==> config.mk <==
export PLATFORM = sky130hd
export DESIGN_NAME = uart_rx
export DESIGN_NICKNAME = d
export VERILOG_FILES = /design/src/rtl/uart_rx_pkg.sv /design/src/rtl/sync_2ff.sv /design/src/rtl/uart_rx.sv
export SDC_FILE = /design/constraint.sdc
export NUM_CORES = 1
export LEC_CHECK = 0
export ABC_AREA = 1
export CORE_MARGIN = 1.5
export CORE_UTILIZATION = 35
export DETAILED_ROUTE_END_ITERATION = 7
export PLACE_DENSITY_LB_ADDON = 0.15
export REMOVE_ABC_BUFFERS = 1
export SYNTH_ARGS = -nofsm -noshare
export SYNTH_HDL_FRONTEND = slang
export SYNTH_SLANG_ARGS = --single-unit
==> constraint.sdc <==
create_clock -name clk -period 2.5 [get_ports clk]
set_input_delay 0.25 -clock clk [delete_from_list [all_inputs] [get_ports clk]]
set_output_delay 0.25 -clock clk [all_outputs]
set_load 0.01 [all_outputs]
==> src/rtl/uart_rx_pkg.sv <==
// Shared definitions for the 8N1 UART receiver: FSM state type and frame constants.
package uart_rx_pkg;

    typedef enum logic [1:0] {
        IDLE  = 2'd0,
        START = 2'd1,
        DATA  = 2'd2,
        STOP  = 2'd3
    } rx_state_t;

    localparam int DATA_BITS = 8;
    localparam int IDX_W     = $clog2(DATA_BITS);

endpackage

==> src/rtl/sync_2ff.sv <==
// Two-flop synchronizer for a single asynchronous line; both flops reset high (idle).
// Latency: 2 clk. Backpressure: none.
module sync_2ff (
    input  logic clk,
    input  logic rst_n,
    input  logic i_d,
    output logic o_q
);

    logic r_meta;
    logic r_sync;

    always_ff @(posedge clk or negedge rst_n) begin
        if (!rst_n) begin
            r_meta <= 1'b1;
            r_sync <= 1'b1;
        end else begin
            r_meta <= i_d;
            r_sync <= r_meta;
        end
    end

    assign o_q = r_sync;

endmodule

==> src/rtl/uart_rx.sv <==
// 8N1 UART receiver: mid-bit sampling of the synchronized line, one-cycle rx_valid/frame_err pulses.
// Latency: pulse registered HALF_BIT + 9*CLKS_PER_BIT edges after the start-detect edge (detect is 3 edges after rx falls).
// Backpressure: none; pulses are fire-and-forget and rx_data holds until the next good frame.
module uart_rx
    import uart_rx_pkg::*;
#(
    parameter int CLOCK_FREQ = 12000000,
    parameter int BAUD       = 9600
) (
    input  logic       clk,
    input  logic       rst_n,
    input  logic       rx,
    output logic [7:0] rx_data,
    output logic       rx_valid,
    output logic       frame_err,
    output logic       busy
);

    localparam int CLKS_PER_BIT = CLOCK_FREQ / BAUD;
    localparam int HALF_BIT     = CLKS_PER_BIT / 2;
    localparam int CNT_W        = $clog2(CLKS_PER_BIT);

    localparam logic [CNT_W-1:0] CNT_LAST = CNT_W'(CLKS_PER_BIT - 1);
    localparam logic [CNT_W-1:0] CNT_HALF = CNT_W'(HALF_BIT - 1);
    localparam logic [IDX_W-1:0] IDX_LAST = IDX_W'(DATA_BITS - 1);

    logic                 w_rx_s;
    logic                 w_start;
    logic                 r_rx_prev;
    rx_state_t            r_state,     w_state_nxt;
    logic [CNT_W-1:0]     r_cnt,       w_cnt_nxt;
    logic [IDX_W-1:0]     r_idx,       w_idx_nxt;
    logic [DATA_BITS-1:0] r_shift,     w_shift_nxt;
    logic [DATA_BITS-1:0] r_rx_data,   w_rx_data_nxt;
    logic                 r_rx_valid,  w_rx_valid_nxt;
    logic                 r_frame_err, w_frame_err_nxt;

    sync_2ff u_sync (
        .clk   (clk),
        .rst_n (rst_n),
        .i_d   (rx),
        .o_q   (w_rx_s)
    );

    // r_rx_prev tracks the line in every state, so a break must rise before a fall counts again.
    assign w_start = r_rx_prev & ~w_rx_s;

    always_ff @(posedge clk or negedge rst_n) begin
        if (!rst_n) begin
            r_rx_prev   <= 1'b1;
            r_state     <= IDLE;
            r_cnt       <= '0;
            r_idx       <= '0;
            r_shift     <= '0;
            r_rx_data   <= '0;
            r_rx_valid  <= 1'b0;
            r_frame_err <= 1'b0;
        end else begin
            r_rx_prev   <= w_rx_s;
            r_state     <= w_state_nxt;
            r_cnt       <= w_cnt_nxt;
            r_idx       <= w_idx_nxt;
            r_shift     <= w_shift_nxt;
            r_rx_data   <= w_rx_data_nxt;
            r_rx_valid  <= w_rx_valid_nxt;
            r_frame_err <= w_frame_err_nxt;
        end
    end

    always_comb begin
        w_state_nxt     = r_state;
        w_cnt_nxt       = r_cnt + 1'b1;
        w_idx_nxt       = r_idx;
        w_shift_nxt     = r_shift;
        w_rx_data_nxt   = r_rx_data;
        w_rx_valid_nxt  = 1'b0;
        w_frame_err_nxt = 1'b0;
        unique case (r_state)
            IDLE: begin
                w_cnt_nxt = '0;
                if (w_start) w_state_nxt = START;
            end
            START: begin
                // Line back high at mid start bit: treat as a glitch.
                if (r_cnt == CNT_HALF) begin
                    w_cnt_nxt   = '0;
                    w_state_nxt = w_rx_s ? IDLE : DATA;
                end
            end
            DATA: begin
                if (r_cnt == CNT_LAST) begin
                    w_cnt_nxt          = '0;
                    w_shift_nxt[r_idx] = w_rx_s;
                    w_idx_nxt          = r_idx + 1'b1;
                    if (r_idx == IDX_LAST) w_state_nxt = STOP;
                end
            end
            STOP: begin
                if (r_cnt == CNT_LAST) begin
                    w_cnt_nxt   = '0;
                    w_state_nxt = IDLE;
                    if (w_rx_s) begin
                        w_rx_data_nxt  = r_shift;
                        w_rx_valid_nxt = 1'b1;
                    end else begin
                        w_frame_err_nxt = 1'b1;
                    end
                end
            end
            default: w_state_nxt = IDLE;
        endcase
    end

    assign rx_data   = r_rx_data;
    assign rx_valid  = r_rx_valid;
    assign frame_err = r_frame_err;
    assign busy      = (r_state != IDLE);

endmodule

# Word-level counts from Yosys, hierarchy flattened
# Cells that the tools add are included.
dict set report totals {
  latch_bits 0
  romBits 0
  elab_cells 53
  output_inout_bits 11
  ramBits 0
  memories 0
  inputBits 3
  reg_bits 37
}
dict set report op_classes {
  magnitude_cmp 2
  shift 0
  bitwise 2
  add_sub_neg 2
  n_div 0
  n_mux 19
  mul 0
  eq_ne 11
  n_reduce_logical 7
}
# cell count
set ops {}
lappend ops {{11-bit case mux with 3 select lines} 1}
lappend ops {{11-bit two-way mux} 2}
lappend ops {{2-bit two-way mux} 6}
lappend ops {{11-bit by 1-bit adder with 11-bit output (second input constant)} 1}
lappend ops {{11-bit by 10-bit equality test with 1-bit output (second input constant)} 1}
lappend ops {{11-bit equality test (second input constant)} 1}
lappend ops {{2-bit != test (second input constant)} 5}
lappend ops {{8-bit bitwise mux} 1}
lappend ops {{2-bit case mux with 4 select lines} 1}
lappend ops {{1-bit two-way mux} 7}
lappend ops {{5-bit AND reduction} 1}
lappend ops {{2-bit equality test (second input constant)} 2}
lappend ops {{3-bit by 4-bit < comparator with 1-bit output (second input constant)} 1}
lappend ops {{3-bit by 1-bit adder with 3-bit output (second input constant)} 1}
lappend ops {{1-bit demux with 3-bit select} 1}
lappend ops {{3-bit equality test (second input constant)} 1}
lappend ops {{3-bit by 1-bit >= comparator with 1-bit output (second input constant)} 1}
lappend ops {{3-bit AND reduction} 1}
lappend ops {{2-bit by 1-bit equality test with 1-bit output (second input constant)} 1}
lappend ops {{2-bit logical NOT} 1}
lappend ops {{2-bit AND reduction} 1}
lappend ops {{2-bit nonzero test} 1}
lappend ops {{2-bit OR reduction} 1}
lappend ops {{1-bit AND} 1}
lappend ops {{other kinds (2)} 2}

# Longest topological paths before layout
# Gate-level depths: netlist (run 1).
dict set report depth {
  depth_word 5
  depth_mapped 9
  ltp_nobuf 9
}

# By module
# Synthesis (run 1) repeated with hierarchy kept, for this count alone.
dict set report hier_totals {
  cells_unflattened 203
  area_unflattened_um2 1746.7
}
# module n_inst seq_area_each_um2 cells_each area_each_um2
set modules_own_cells {}
lappend modules_own_cells {uart_rx 1 877.1 201 1694.1}
lappend modules_own_cells {sync_2ff 1 52.6 2 52.6}

# Worst setup path before layout (run 1)
# No wires, ideal clock.
dict set report synth_timing {
  path_kind {register to register}
  startpoint {reg r_cnt[1]}
  endpoint {reg r_shift[3]}
  stages_incl_launch_ff 10
  arrival_time_ns 1.391
  setup_ns 0.126
  synth_period_minus_slack_ns 1.517
  n_path_buf 1
  required_ns 2.374
  path_slack_ns 0.983
  cell_sequence {dfrtp_1 -> inv_1 -> ha_1 -> nor3b_2 -> nand2_1 -> nor3_4 -> buf_6 -> nand3_1 -> nand2_1 -> o21ai_1}
}
dict set report synth_between {
  elab_chain_len 2
}
# element line
set synth_lines {}
lappend synth_lines {{from (decl)} uart_rx.sv:31} ;# logic [CNT_W-1:0] r_cnt, w_cnt_nxt;
lappend synth_lines {{from (signal assigned)} uart_rx.sv:61} ;# r_cnt <= w_cnt_nxt;
lappend synth_lines {{11-bit equality test} uart_rx.sv:91} ;# if (r_cnt == CNT_LAST) begin
lappend synth_lines {{2-bit AND reduction (no source line)} -}
lappend synth_lines {{to (signal assigned)} uart_rx.sv:63} ;# r_shift <= w_shift_nxt;
lappend synth_lines {{to (decl)} uart_rx.sv:33} ;# logic [DATA_BITS-1:0] r_shift, w_shift_nxt;
# No other way between the ends.
# A chain may end at the register's enable or synchronous reset.

# Final worst setup path (run 1)
dict set report layout_timing {
  startpoint {reg r_cnt[1]}
  endpoint {reg r_shift[2]}
}
# The elaborated chain is that of the path after synthesis.

==> results of run 1 <==
[cells by family after synthesis]
logic type,Yosys count
simple gates,114
buf+inv,27
fa+ha+maj,5
xor+xnor,5
flops,37
compound gates,16
[where the power goes]
part	switching [mW]	internal [mW]	total, mW
clock	0.211	0.324	0.536
combinational	0.181	0.104	0.285
sequential	0.0511	0.644	0.695
total	0.444	1.07	1.51
[worst reg2reg max path, cell delays in order, from the launching register on]
cell and delay, ps:
dfrtp_1 400, inv_1 80, ha_1 160, nor3b_2 220, nand2_1 120, nor3_4 370
nand3_1 180, nand2_1 80, o21ai_0 70
[layer usage]
layer | track usage (%) | vias to the layer above
met4 | 6.17 | 0
met5 | 0 | -
met1 | 18.1 | 568
met3 | 4.12 | 4
met2 | 20.4 | 20
li1 | - | 679
[cell usage in the layout, fill, tap and decap left out, types with 2 or more instances in the layout]
master           synthesis  routed
nor3_2                   2       2
nand3_1                 14      14
clkdlybuf4s50_1          0      12
a21oi_1                  4       4
dfstp_2                  3       3
clkbuf_8                 0       6
xor2_1                   4       4
o21ai_1                  5       5
o21ai_0                  7       7
dfrtp_1                 34      34
ha_1                     5       5
nor3_1                   5       5
nand2_1                 62      62
inv_1                   25      25
nand4_1                  4       4
nor2_1                  22      22
[per-stage QoR]
stage / total power, mW / setup WS (ps)
2_1_floorplan: 0.905 / 919
3_3_place_gp: 0.999 / 752
3_5_place_dp: 0.994 / 718
4_1_cts: 1.54 / 694
5_1_grt: 1.62 / 446
6_report: 1.51 / 698
[state kept, by name, summed over array words and instances (netlist names), named ones only]
register       count
r_state            1
u_sync.o_q         1
r_shift            8
rx_valid           1
r_cnt             11
r_idx              3
rx_data            8
r_rx_prev          1
frame_err          1
u_sync.r_meta      1
[final timing paths]
check,slack [ps],cells after the start,end,start
max,700,8,r_shift[2]$_DFFE_PN0P_,r_cnt[1]$_DFF_PN0_
min,60,1,r_state[0]$_DFFE_PN0P_,rst_n
max reg2reg,700,8,r_shift[2]$_DFFE_PN0P_,r_cnt[1]$_DFF_PN0_
min reg2reg,360,0,u_sync.o_q$_DFF_PN1_,u_sync.r_meta$_DFF_PN1_
max in group asynchronous,1920,1,r_idx[2]$_DFFE_PN0P_,rst_n
min in group clk,360,0,u_sync.o_q$_DFF_PN1_,u_sync.r_meta$_DFF_PN1_
[cell type report]
| cell class | count | share of cell area (%) |
|---|---|---|
| timing repair buffer | 13 | 6.10 |
| clock inverter | 2 | 1.83 |
| inverter | 26 | 4.82 |
| multi-input combinational | 140 | 33.8 |
| tap | 67 | 4.09 |
| clock buffer | 6 | 4.03 |
| sequential | 37 | 45.3 |
==> impl_results.md, run 1 <==
- Top_reg_cell synth: dfrtp_1
- CP Class: flip-flop to flip-flop
- Residual DRC: 0
- Final Non-Filler Cells: 291
- Critical path cell sequence: inv_1, ha_1, nor3b_2, nand2_1, nor3_4, nand3_1, nand2_1, o21ai_0
- Max Fclk: 555 MHz
- Placed Area: approximately 1900 sq um
- Sum Neg Setup Slack: 0 ps
- Via Count: 1271
- Area grow syn2layout: 18.3%
- Post-CTS setup buffers: 0
- Diodes inserted: 0
- Synth Area in Compound Gates: 4.62%
- Initial Util: between 30% and 40%
- CTS Buffer Depth: 2
- Final core occ: 43.1%
- Final min period: between 1500 and 2000 ps
- Gr usage total: between 10% and 20%
- Xor/xnor share of the synthesized area: 2.53%
- Multi-input combinational cell area: 693 sq um
- Post-synth EDFFs: 0
- IO buf count: 13
- Initial antenna violation count: 0
- CTS hold repair buffers: 0
- Post-DP HPWL: 2180 um
- Mapped Cells: 204
- WL final: 3070 um
- Tcrit/Tclk final: 72.1%
- Netlist Area Pre-Place: approximately 1700 sq um
- Layout cell share with drive strength beyond 1: 8.48%
- # placed instances: approximately 280
- Most Frequent Cell on Critical Path: nand2_1
- Maximum capacitance violations: 0
- Pre-Repair DR Iteration Count: 4
- Dominant cell type by area after synthesis: dfrtp_1
- Met2 wire length: 1340 um
- CTS tree: built
- I/O pin total: 14
- Post-CTS sizing: 0
- Post-synth top cells: nand2_1 (62), dfrtp_1 (34), inv_1 (25), nor2_1 (22), nand3_1 (14)
- M1 WL: 1580 um
- Largest delay share family, worst path: simple AND/OR/NAND/NOR gates
- Final-layout fill cell count: 500
- Die Y: ~73 um
- Clock slew at reported path FFs: 70 ps
- Worst skew pair latency: 280 ps
- Via density: 4.37
- Die Width: 73.4 um
- Sequential-to-total area share from yosys stat: 53.6%
- Slowest stage delay, CP: 400 ps
- CP max stage cell: dfrtp_1
- Status: finished clean
- FF/Latch Area: 930 sq um
- Mux cell area share after synthesis: 0%
- Die area: 5380 sq um
- Root Buffer: clkbuf_8
- Rows: 25
- Vias in the first global route: roughly 1200
- Met3 wire len: roughly 94 um
- Setup Skew: 4.20 ps
- Total gr overflow: 0
- First-pass GRT wire length: 5530 um
- P_leak: 0.984 nW
- Peak VDD IR: 335 uV
- Startpoint class of the critical path: flip-flop
- Flops & latches, synth: 37
- Yosys warns: 0
- Highest routed layer: met4
- Max H-tree Level: 2
- Worst Path Max Fanout: 13
- Synth top area cells: dfrtp_1 (49%), nand2_1 (13%), inv_1 (5.4%)
- CP endpoint kind: flip-flop
- Adder-cell share of the synthesized area: 3.61%
- Simple-Gate Fraction of Synth Area: 29.2%
- Data arrival, critical path: 1960 ps
- Detail Route Antenna Nets: 0
- Max Slew Vio Count: 0
- Nets@finish: 231
- Share of synthesized registers carrying an async set or reset: 100%
- Top-count cell post-synth: nand2_1
- Rel. slew slack: 44.7%
- Slew @ Worst Pin: 830 ps
- Cell Pwr Density: ~740 nW/um^2
- RSZ-0062 raised after global routing: false
- Routability congestion estimate: 0.791
- Fin. Hold Viols: 0
- Synth cell types: 22
- Final instance area: 2050 sq um
- DR WL/cell: between 10 and 15 um
- CTS Buf Count: 5
- Core Area: 4750 sq um
- Main combinational cell family by area after synthesis: simple AND/OR/NAND/NOR gates
- Iter 0 DRT Violations: just over 70
- Yosys top cell area share: 49.1%
- Tightest Hold Check Type: input pin to async pin
- Final setup violation count: 0
- Fin Hold WS: 60.8 ps
- Mean Syn Cell Area: 8.49 sq um
- CP Buf/Inv Count: 1
- TritonCTS Sinks: 37
- WP data required: ~2700 ps
- Pin count of the biggest net entering global routing: 38
No activity file was read; power rests on OpenSTA's default activity.
==> run 2, diff against run 1 <==
==> constraint.sdc (replaced) <==
create_clock -name clk -period 1.65 [get_ports clk]
set_input_delay 0.165 -clock clk [delete_from_list [all_inputs] [get_ports clk]]
set_output_delay 0.165 -clock clk [all_outputs]
set_load 0.01 [all_outputs]
==> run 2 against run 1 <==
Effect of this change:
- total power rose by 51%
- wire length rose by 7.5%
- via count up 7.7%
- largest cell class unchanged
- critical path type unchanged
- maximum frequency increased by 12%
- worst hold slack gained 230 ps
- cell area increased by 7.8%
- count of clock-buffer cells in the layout decreased by 1
- largest power group unchanged
- utilization rose by 3.4 points
- combinational power grew 120%
==> impl_results.md, run 2 (synthesis results as in run 1) <==
- Status: finished clean
- Startpoint class of the critical path: flip-flop
- Seq pwr share: 46.1% (+0.2 points)
- Pre-Repair DR Iteration Count: 6 (+2)
- Via Count: 1369 (+7.7%)
- Max reg flops: 11 (unchanged)
- Setup ws final: 42.3 ps (-656 ps)
- R2R Setup Slk: 40 ps (-660 ps)
- Sw power: 744 uW (+68%)
- Nets@finish: 245 (+6.1%)
- Clock power frac: 26.7% (-8.7 points)
- P_leak: 1.06 nW (+8.2%)
- Final Non-Filler Cells: 305 (+4.8%)
- Iter 0 DRT Violations: 61 (-15%)
- CP max stage cell: dfrtp_1
- Hold Crit Endpoint: u_sync.r_meta$_DFF_PN1_
- Peak VDD IR: 431 uV (+29%)
- Rows: 25 (unchanged)
- Combinational cell fraction of total power: 27.2% (+8.4 points)
- Rel. slew slack: 69.5% (+25 points)
- Slew @ Worst Pin: 457 ps (-373 ps)
- Layout cell share with drive strength beyond 1: 19.7% (+11 points)
- Hold_sp: rx
- Max Fclk: 622 MHz (+12%)
- Tcrit/Tclk final: 97.4% (+25 points)
- Final min period: 1610 ps (-194 ps)
- Vias in the first global route: 1324 (+7.1%)
- Most frequent cells in the layout: nand2_1 (61), dfrtp_1 (32), inv_1 (22)
- RSZ-0062 raised after global routing: true
- Gr usage total: 13.9% (+0.28 points)
- Die area: 5380 sq um (unchanged)
- I/O pin total: 14 (unchanged)
- Met3 wire len: 114 um (+21%)
- CTS tree: built
- WL final: 3300 um (+7.5%)
- Final instance area: 2210 sq um (+7.8%)
- Initial antenna violation count: 0 (unchanged)
- Highest routed layer: met4
- Pint: 1.54 mW (+44%)
- Sum Neg Setup Slack: 0 ps (unchanged)
- First-pass GRT wire length: 5760 um (+4.1%)
- Max H-tree Level: 2 (unchanged)
- Die Width: 73.4 um (unchanged)
- Residual DRC: 0 (unchanged)
- M1 WL: 1680 um (+6.1%)
- Pre-CTS WS: 12.5 ps (-705 ps)
- Root Buffer: clkbuf_8
- CTS Buf Count: 5 (unchanged)
- # placed instances: 294 (+3.9%)
- DR WL/cell: 10.8 um (+2.6%)
- Diodes inserted: 0 (unchanged)
- Tightest Hold Check Type: input pin to flip-flop
- Top reg by flops: r_cnt
- Max Slew Vio Count: 0 (unchanged)
- Hold path depth: 1
- Slowest stage delay, CP: 410 ps (about the same)
- Core Area: 4750 sq um (unchanged)
- Maximum capacitance violations: 0 (unchanged)
- CP Class: flip-flop to flip-flop
- Fin. Hold Viols: 0 (unchanged)
- Clock slew at reported path FFs: 70 ps (about the same)
- Worst skew pair latency: 290 ps (about the same)
- Critical path cell sequence: inv_2, ha_4, nor3b_4, nand2_2, nor3_4, buf_6, xor2_1
- Area grow syn2layout: 27.6%
- CP endpoint kind: flip-flop
- Commonest non-fill, non-tap cell in the layout: nand2_1
- Placed Area: 2010 sq um (+4.3%)
- Worst Path Max Fanout: 5 (-8)
- Post-DP HPWL: 2290 um (+4.9%)
- Total gr overflow: 0 (unchanged)
- Fin Hold WS: 292 ps (+231 ps)
- Initial Util: 36.4% (unchanged)
- CTS Buffer Depth: 2 (unchanged)
- R2R cell count: 7 (-1)
- Switching Share: 32.6% (+3.3 points)
- Via density: 4.49 (+2.8%)
- Cell Pwr Density: 1030 nW/um^2 (+40%)
- IO buf count: 13 (unchanged)
- Met2 wire length: 1450 um (+8.0%)
- WP data required: 1860 ps (-800 ps)
- CP startpoint: r_cnt[1]$_DFF_PN0_
- Die Y: 73.4 um (unchanged)
- TritonCTS Sinks: 37 (unchanged)
- Detail Route Antenna Nets: 0 (unchanged)
- Setup Skew: 5.78 ps (+1.58 ps)
- Routability congestion estimate: 0.766 (-3.2%)
- Worst r2r src: r_cnt[1]$_DFF_PN0_
- Pin count of the biggest net entering global routing: 38 (unchanged)
- Critical R2R Capture: r_idx[0]$_DFFE_PN0P_
- Data arrival, critical path: 1820 ps (-140 ps)
- Final setup violation count: 0 (unchanged)
==> run 2: how the worst max path moves through the flow <==
stage	end	depth (start not counted)
floorplan	r_shift[0]$_DFFE_PN0P_	8
global placement	r_cnt[10]$_DFF_PN0_	8
detailed placement	r_shift[1]$_DFFE_PN0P_	8
CTS	busy	3
global route	r_shift[2]$_DFFE_PN0P_	8
finish	r_idx[0]$_DFFE_PN0P_	7
==> run 2: layout make-up <==
type                    instances  area (sq um)
multi-input cells             141           781
repair buffers                 26           229
clock inverters                 3          17.5
flip-flops and latches         37           932
inverters                      26          98.8
clock buffers                   5          68.8
fillers                       475          2540
well taps                      67          83.8
==> run 2: through the flow <==
step | utilization, % | power [mW]
finish | 46.5 | 2.28
global route | 46.5 | 2.47
CTS | 44.6 | 2.24
detailed placement | 42.3 | 1.60
global placement | 42.3 | 1.60
floorplan | - | 1.37
==> run 2: what timing repair did <==
action                                  CTS  global route
pin swaps                                 1             8
resized for setup                         1            24
setup buffers                             0             1
hold endpoints to repair                 34             0
cloned                                    1             0
hold buffers                              1             0
endpoints found under the setup margin    1            31
==> run 2: layer usage <==
layer | GRT usage, % | up-vias
met5 | 0 | -
met4 | 5.56 | 0
met3 | 3.29 | 5
met2 | 22.6 | 25
met1 | 17.8 | 630
li1 | - | 709
==> run 2: power groups by stage <==
stage | clock network [mW] | registers [mW] | logic [mW]
CTS | 0.639 | 1.03 | 0.563
detailed placement | 0 | 1.05 | 0.549
finish | 0.608 | 1.05 | 0.622
floorplan | 0 | 1.05 | 0.324
global route | 0.689 | 1.06 | 0.712
global placement | 0 | 1.05 | 0.550
==> run 2: worst max-delay path, delay by kind of cell, from the launching register on <==
family        cells  cell delay, ps
simple gates      3             600
xor+xnor          1             140
buf+inv           2             260
flops             1             410
fa+ha+maj         1             130
==> RTL change 1 (flow settings as in run 2) <==
Change the parameter `BAUD` from 9600 to 19200.
--- a/src/rtl/uart_rx.sv
+++ b/src/rtl/uart_rx.sv
@@ -5,7 +5,7 @@
     import uart_rx_pkg::*;
 #(
     parameter int CLOCK_FREQ = 12000000,
-    parameter int BAUD       = 9600
+    parameter int BAUD       = 19200
 ) (
     input  logic       clk,
     input  logic       rst_n,
Behaviour: same outputs for any inputs over 10 cycles, from zero or initial values and one cycle with rst_n low; that may be too few to reach the edited logic, so the function may still have changed.
==> RTL change 1 against run 2 <==
- design area decreased by 5.7%
- total power about the same
- die area down 1.2%
- setup slack improved by 0.016 ns
- routed wire length decreased by 6.3%
- area after synthesis is 1.2% lower
- sequential cell count shrank 1
- clock skew shrank 0.0013 ns
- maximum frequency is 1.0% higher
- largest cell class unchanged
==> RTL change 1: results (changes against run 2) <==
The detail-routed net length per standard cell is 10.6 um (-1.8%). The number of DRC markers after the initial detailed-route iteration is 74 (+21%). The clock-pin transition on the worst setup and hold timing paths came to 0.07 ns (about the same).

After synthesis, the cell types taking the most area are sky130_fd_sc_hd__dfrtp_1, sky130_fd_sc_hd__nand2_1, sky130_fd_sc_hd__nor2_1. The post-detailed-route via-to-cell ratio is 4.44 (-1.0%). The total of warnings raised by yosys is 0 (unchanged). The number of nets still failing antenna checks after routing came to 0 (unchanged).

The number of global-route vias before repair is 1,144 (-14%). The number of standard cells in the final layout excluding fillers is 291 (-4.6%). The post-place setup slack came out at 0.0179 ns (+0.00542 ns). The critical path arrival came out at 1.43 ns (-0.39 ns). The standard cell with the maximum stage delay on the critical path is sky130_fd_sc_hd__clkdlybuf4s50_1.

Counting flops per register, the top entry is r_cnt. The transition at the pin with the smallest max-transition slack was 0.446 ns (-0.0111 ns). The largest clock skew in the final design is 0.00452 ns (-0.00126 ns). The number of clock buffers inserted by TritonCTS is 5 (unchanged). The share of post-route cells with drive strength above 1 is 0.152 (-0.0457).

The start point of the critical path is r_state[0]. The maximum single-stage delay on the critical path came out at 0.53 ns (+0.12 ns). The initial antenna violation count came out at 0 (unchanged). The all-layer global routing usage was 0.129 (-0.0102). The flow ran to the end, and the final reports show no timing, DRC or antenna violations.

The instance area at placement is 1920 sq um (-4.8%). Counting instances in the post-synthesis netlist gives the leading cell types as sky130_fd_sc_hd__nand2_1, sky130_fd_sc_hd__dfrtp_1, sky130_fd_sc_hd__nor2_1, sky130_fd_sc_hd__inv_1, sky130_fd_sc_hd__o21ai_1. The static leakage came out at 0.994 nW (-6.6%). The total of fill cells in the finished design was 481 (+1.3%). The sequential element share of the synthesized area was 0.529 (-0.00795).

The largest fanout on the critical path came out at 4 (-1). Among cell families on the critical path, the largest total delay comes from buffers and inverters. The largest net degree at the start of global routing came to 37 (-2.6%). The instance count after placement with tap cells included came out at 279 (-5.1%).

The residual DRC count was 0 (unchanged). The distinct cell type count after synthesis is 29 (+32%). The min-delay analysis places its worst path in the category in -> reg. The worst-case clock buffer depth came out at 2 (unchanged). The share of flip-flops with an asynchronous set or reset came out at 1.00 (unchanged). The antenna diode instance count came out at 0 (unchanged). The fmax came out at 628 MHz (+1.0%). The number of search-and-repair iterations in the first detailed-routing pass is 4 (-2). The final-stage net count came to 230 (-6.1%). The wire length of the first global-routing pass is 5220 um (-9.5%). The final-report max-slew violation count is 0 (unchanged). The startpoint identified for the worst register-to-register timing path is r_cnt[0]. The sum of net half-perimeters after detailed placement is 2080 um (-9.1%).

The gate count after technology mapping came to 199 (-2.5%). The port buffer count is 13 (unchanged). Clock latency on the worst-skew pair, taken at its later pin, is 0.28 ns. The number of flip-flops in the largest register came out at 10 (-1).

The peak supply drop is 424 uV (-1.6%). The global placer's final weighted congestion is 0.729 (-4.8%).
[RTL change 1: kinds of logic (layout without fill, tap and decap cells)]
kind of cell	Yosys count	in the layout	synth area share
AO/OA/AOI/OAI	15	15	0.0490
XOR/XNOR	6	6	0.0307
adder cells (fa/ha/maj)	4	4	0.0292
buffers and inverters	23	47	0.0599
flip-flops	36	36	0.529
AND/OR/NAND/NOR	115	116	0.303
[RTL change 1: power by group]
part | total (W) | internal, W | switching, W
clock network | 0.000753 | 0.000448 | 0.000305
logic | 0.000492 | 0.000186 | 0.000306
registers | 0.00103 | 0.000952 | 0.0000832
[RTL change 1: layout make-up]
cell class              count  area (sq um)  share of cell area
clock buffers               6          72.6              0.0348
multi-input cells         141           732               0.351
flip-flops and latches     36           905               0.434
repair inverters            1          6.26             0.00300
inverters                  21          88.8              0.0426
repair buffers             17           161              0.0774
clock inverters             2          35.0              0.0168
well taps                  67          83.8              0.0402
[RTL change 1: repair_timing]
item | 4_1_cts | 5_1_grt
endpoints found under the setup margin | 1 | 17
gates cloned | 0 | 2
buffers inserted | 0 | 1
hold buffers | 1 | 0
pin swaps | 1 | 3
endpoints found under the hold margin | 33 | 0
resized for setup | 0 | 10
[RTL change 1: final timing paths]
kind / slack (ns) / depth (start not counted) / endpoint
max in group asynchronous: 0.86 / 3 / u_sync.o_q
worst max-delay path: 0.06 / 3 / busy
worst min-delay path: 0.28 / 1 / u_sync.r_meta
worst min register to register: 0.37 / 0 / u_sync.o_q
worst max register to register: 0.08 / 10 / rx_data[1]
min in group asynchronous: 0.45 / 3 / r_state[0]
[RTL change 1: routing by layer]
metal,GRT usage,routed length (um)
met5,0,0
met1,0.173,1520
met3,0.0414,93
met2,0.194,1420
met4,0.0503,56
==> RTL change 2 (settings of run 2) <==
Made on the original files. The 4 states of `rx_state_t` get a one-hot encoding in 4 bits.
--- a/src/rtl/uart_rx_pkg.sv
+++ b/src/rtl/uart_rx_pkg.sv
@@ -1,11 +1,11 @@
 // Shared definitions for the 8N1 UART receiver: FSM state type and frame constants.
 package uart_rx_pkg;
 
-    typedef enum logic [1:0] {
-        IDLE  = 2'd0,
-        START = 2'd1,
-        DATA  = 2'd2,
-        STOP  = 2'd3
+    typedef enum logic [3:0] {
+        IDLE  = 4'b0001,
+        START = 4'b0010,
+        DATA  = 4'b0100,
+        STOP  = 4'b1000
     } rx_state_t;
 
     localparam int DATA_BITS = 8;
Formal check against the unedited RTL: same outputs for any inputs over 10 cycles, from zero or initial values and one cycle with rst_n low; not proved beyond that.
==> RTL change 2 against run 2 <==
- clock power rose by 16%
- critical path depth grew 1
- routed wire length grew 17%
- area after synthesis up 10%
- clock skew decreased by 0.0032 ns
- setup slack better by 0.072 ns
- design area is 8.7% higher
- total power increased by 14%
- first-iteration DRC count grew 9.8%
- sequential cell count up 2
- critical endpoint is now r_shift[1]
==> RTL change 2: results (changes against run 2) <==
The antenna diode instance count came out at 0 (unchanged). The total length of routed wires is 3840 um (+17%). The largest area contributor in the netlist is sky130_fd_sc_hd__dfrtp_1. The residual DRC count came out at 0 (unchanged).

The number of DRC markers after the initial detailed-route iteration came out at 67 (+9.8%). Ranked by total cell area, the synthesized netlist is headed by sky130_fd_sc_hd__dfrtp_1, sky130_fd_sc_hd__nand2_1, sky130_fd_sc_hd__inv_1. The clock latency of the later-clocked register in the worst-skew pair is 0.29 ns (about the same).

The buffer count from post-CTS setup fixing is 0 (unchanged). The critical path arrival is 1.72 ns (-0.10 ns). The final-stage net count is 270 (+10%). The met2 layer usage reported by global route came to 0.225 (-0.00148).

The run finished with clean final reports. The global routing usage on met1 was 0.192 (+0.0141). The number of global-route vias before repair came to 1,499 (+13%).

The wire length of the first global-routing pass was 6780 um (+18%). The peak supply drop is 599 uV (+39%). The static leakage came to 1.15 nW (+7.9%). The root buffer cell is sky130_fd_sc_hd__clkbuf_8. The global placer's final weighted congestion came out at 0.763 (-0.42%). The clock-pin transition on the worst setup and hold timing paths is 0.07 ns (about the same). The H-tree depth is 2 (unchanged). The share of flip-flops with an asynchronous set or reset is 1.00 (unchanged). The port buffer count came out at 13 (unchanged).

The total of warnings raised by yosys came to 0 (unchanged). The transition at the pin with the smallest max-transition slack came out at 0.473 ns (+0.0155 ns). The largest net degree at the start of global routing came out at 23 (-39%). The largest fanout on the critical path came out at 5 (unchanged). The post-detailed-route via-to-cell ratio is 4.55 (+1.4%). The sum of net half-perimeters after detailed placement is 2740 um (+20%).

The number of gates resized after CTS came out at 1 (unchanged). The global routing usage on met3 came out at 0.0381 (+0.00517). The distinct cell type count after synthesis came out at 26 (+18%).

The synthesized area per cell is 8.30 sq um (-2.3%). The commonest cells after synthesis are sky130_fd_sc_hd__nand2_1, sky130_fd_sc_hd__inv_1, sky130_fd_sc_hd__dfrtp_1, sky130_fd_sc_hd__nor2_1, sky130_fd_sc_hd__nand3_1. The number of standard cells in the final layout excluding fillers is 333 (+9.2%).

The initial antenna violation count is 0 (unchanged). The count of hold-fix buffers inserted at cts came out at 1 (unchanged). The maximum single-stage delay on the critical path came out at 0.41 ns (about the same).

The all-layer global routing usage is 0.145 (+0.00576). The number of search-and-repair iterations in the first detailed-routing pass was 4 (-2). The largest clock skew in the final design is 0.00262 ns (-0.00316 ns). The number of flip-flops in the largest register is 11 (unchanged). The sequential element share of the synthesized area is 0.514 (-0.0227).

The min-delay analysis places its worst path in the category in -> reg. The instance count after placement with tap cells included came out at 322 (+9.5%). The family with the most delay on the worst path is simple AND/OR/NAND/NOR gates. The number of clock buffers inserted by TritonCTS was 5 (unchanged). The largest register by flop count is r_cnt. The worst-case clock buffer depth came to 2 (unchanged). The standard cell with the maximum stage delay on the critical path is sky130_fd_sc_hd__dfrtp_1. The share of post-route cells with drive strength above 1 is 0.194 (-0.00356).
[RTL change 2: kinds of logic after synthesis]
kind of cell    share of synthesized area
compound gates                     0.0780
xor+xnor                           0.0184
fa+ha+maj                          0.0328
buf+inv                            0.0885
flops                               0.514
simple gates                        0.269
[RTL change 2: stage by stage]
step                      setup WS (ns)  instance area [sq um]  setup TNS, ns
after floorplan                   0.126                   1880              0
after global placement           0.0838                   2210              0
after detailed placement         0.0418                   2210              0
after CTS                        0.0311                   2320              0
after global routing           -0.00628                   2400       -0.00770
final                             0.114                   2400              0
[RTL change 2: power breakdown]
part,internal [W],total (W),switching [W]
combinational,0.000314,0.000777,0.000464
sequential,0.00105,0.00112,0.0000653
clock,0.000381,0.000703,0.000321
total,0.00175,0.00260,0.000850
[RTL change 2: final timing paths]
kind	start	end	slack (ns)	cells after the start
worst max register to register	r_cnt[3]	r_shift[1]	0.11	8
worst max-delay path	r_cnt[3]	r_shift[1]	0.11	8
min in group asynchronous	rst_n	r_cnt[5]	0.34	2
worst min register to register	u_sync.r_meta	u_sync.o_q	0.36	0
worst min-delay path	rx	u_sync.r_meta	0.28	1
max in group asynchronous	rst_n	r_rx_prev	0.76	3
[RTL change 2: per-layer routing]
metal / up-vias / part of all wire
met5: - / 0
met4: 0 / 0.016
met3: 6 / 0.033
met2: 16 / 0.45
met1: 690 / 0.50
li1: 803 / -
[RTL change 2: final cells by class]
| class | count | area, sq um |
|---|---|---|
| clock buffer | 8 | 100 |
| fill | 500 | 2770 |
| inverter | 38 | 143 |
| multi-input combinational | 151 | 835 |
| sequential | 39 | 982 |
| tap | 70 | 87.6 |
| timing repair buffer | 27 | 256 |
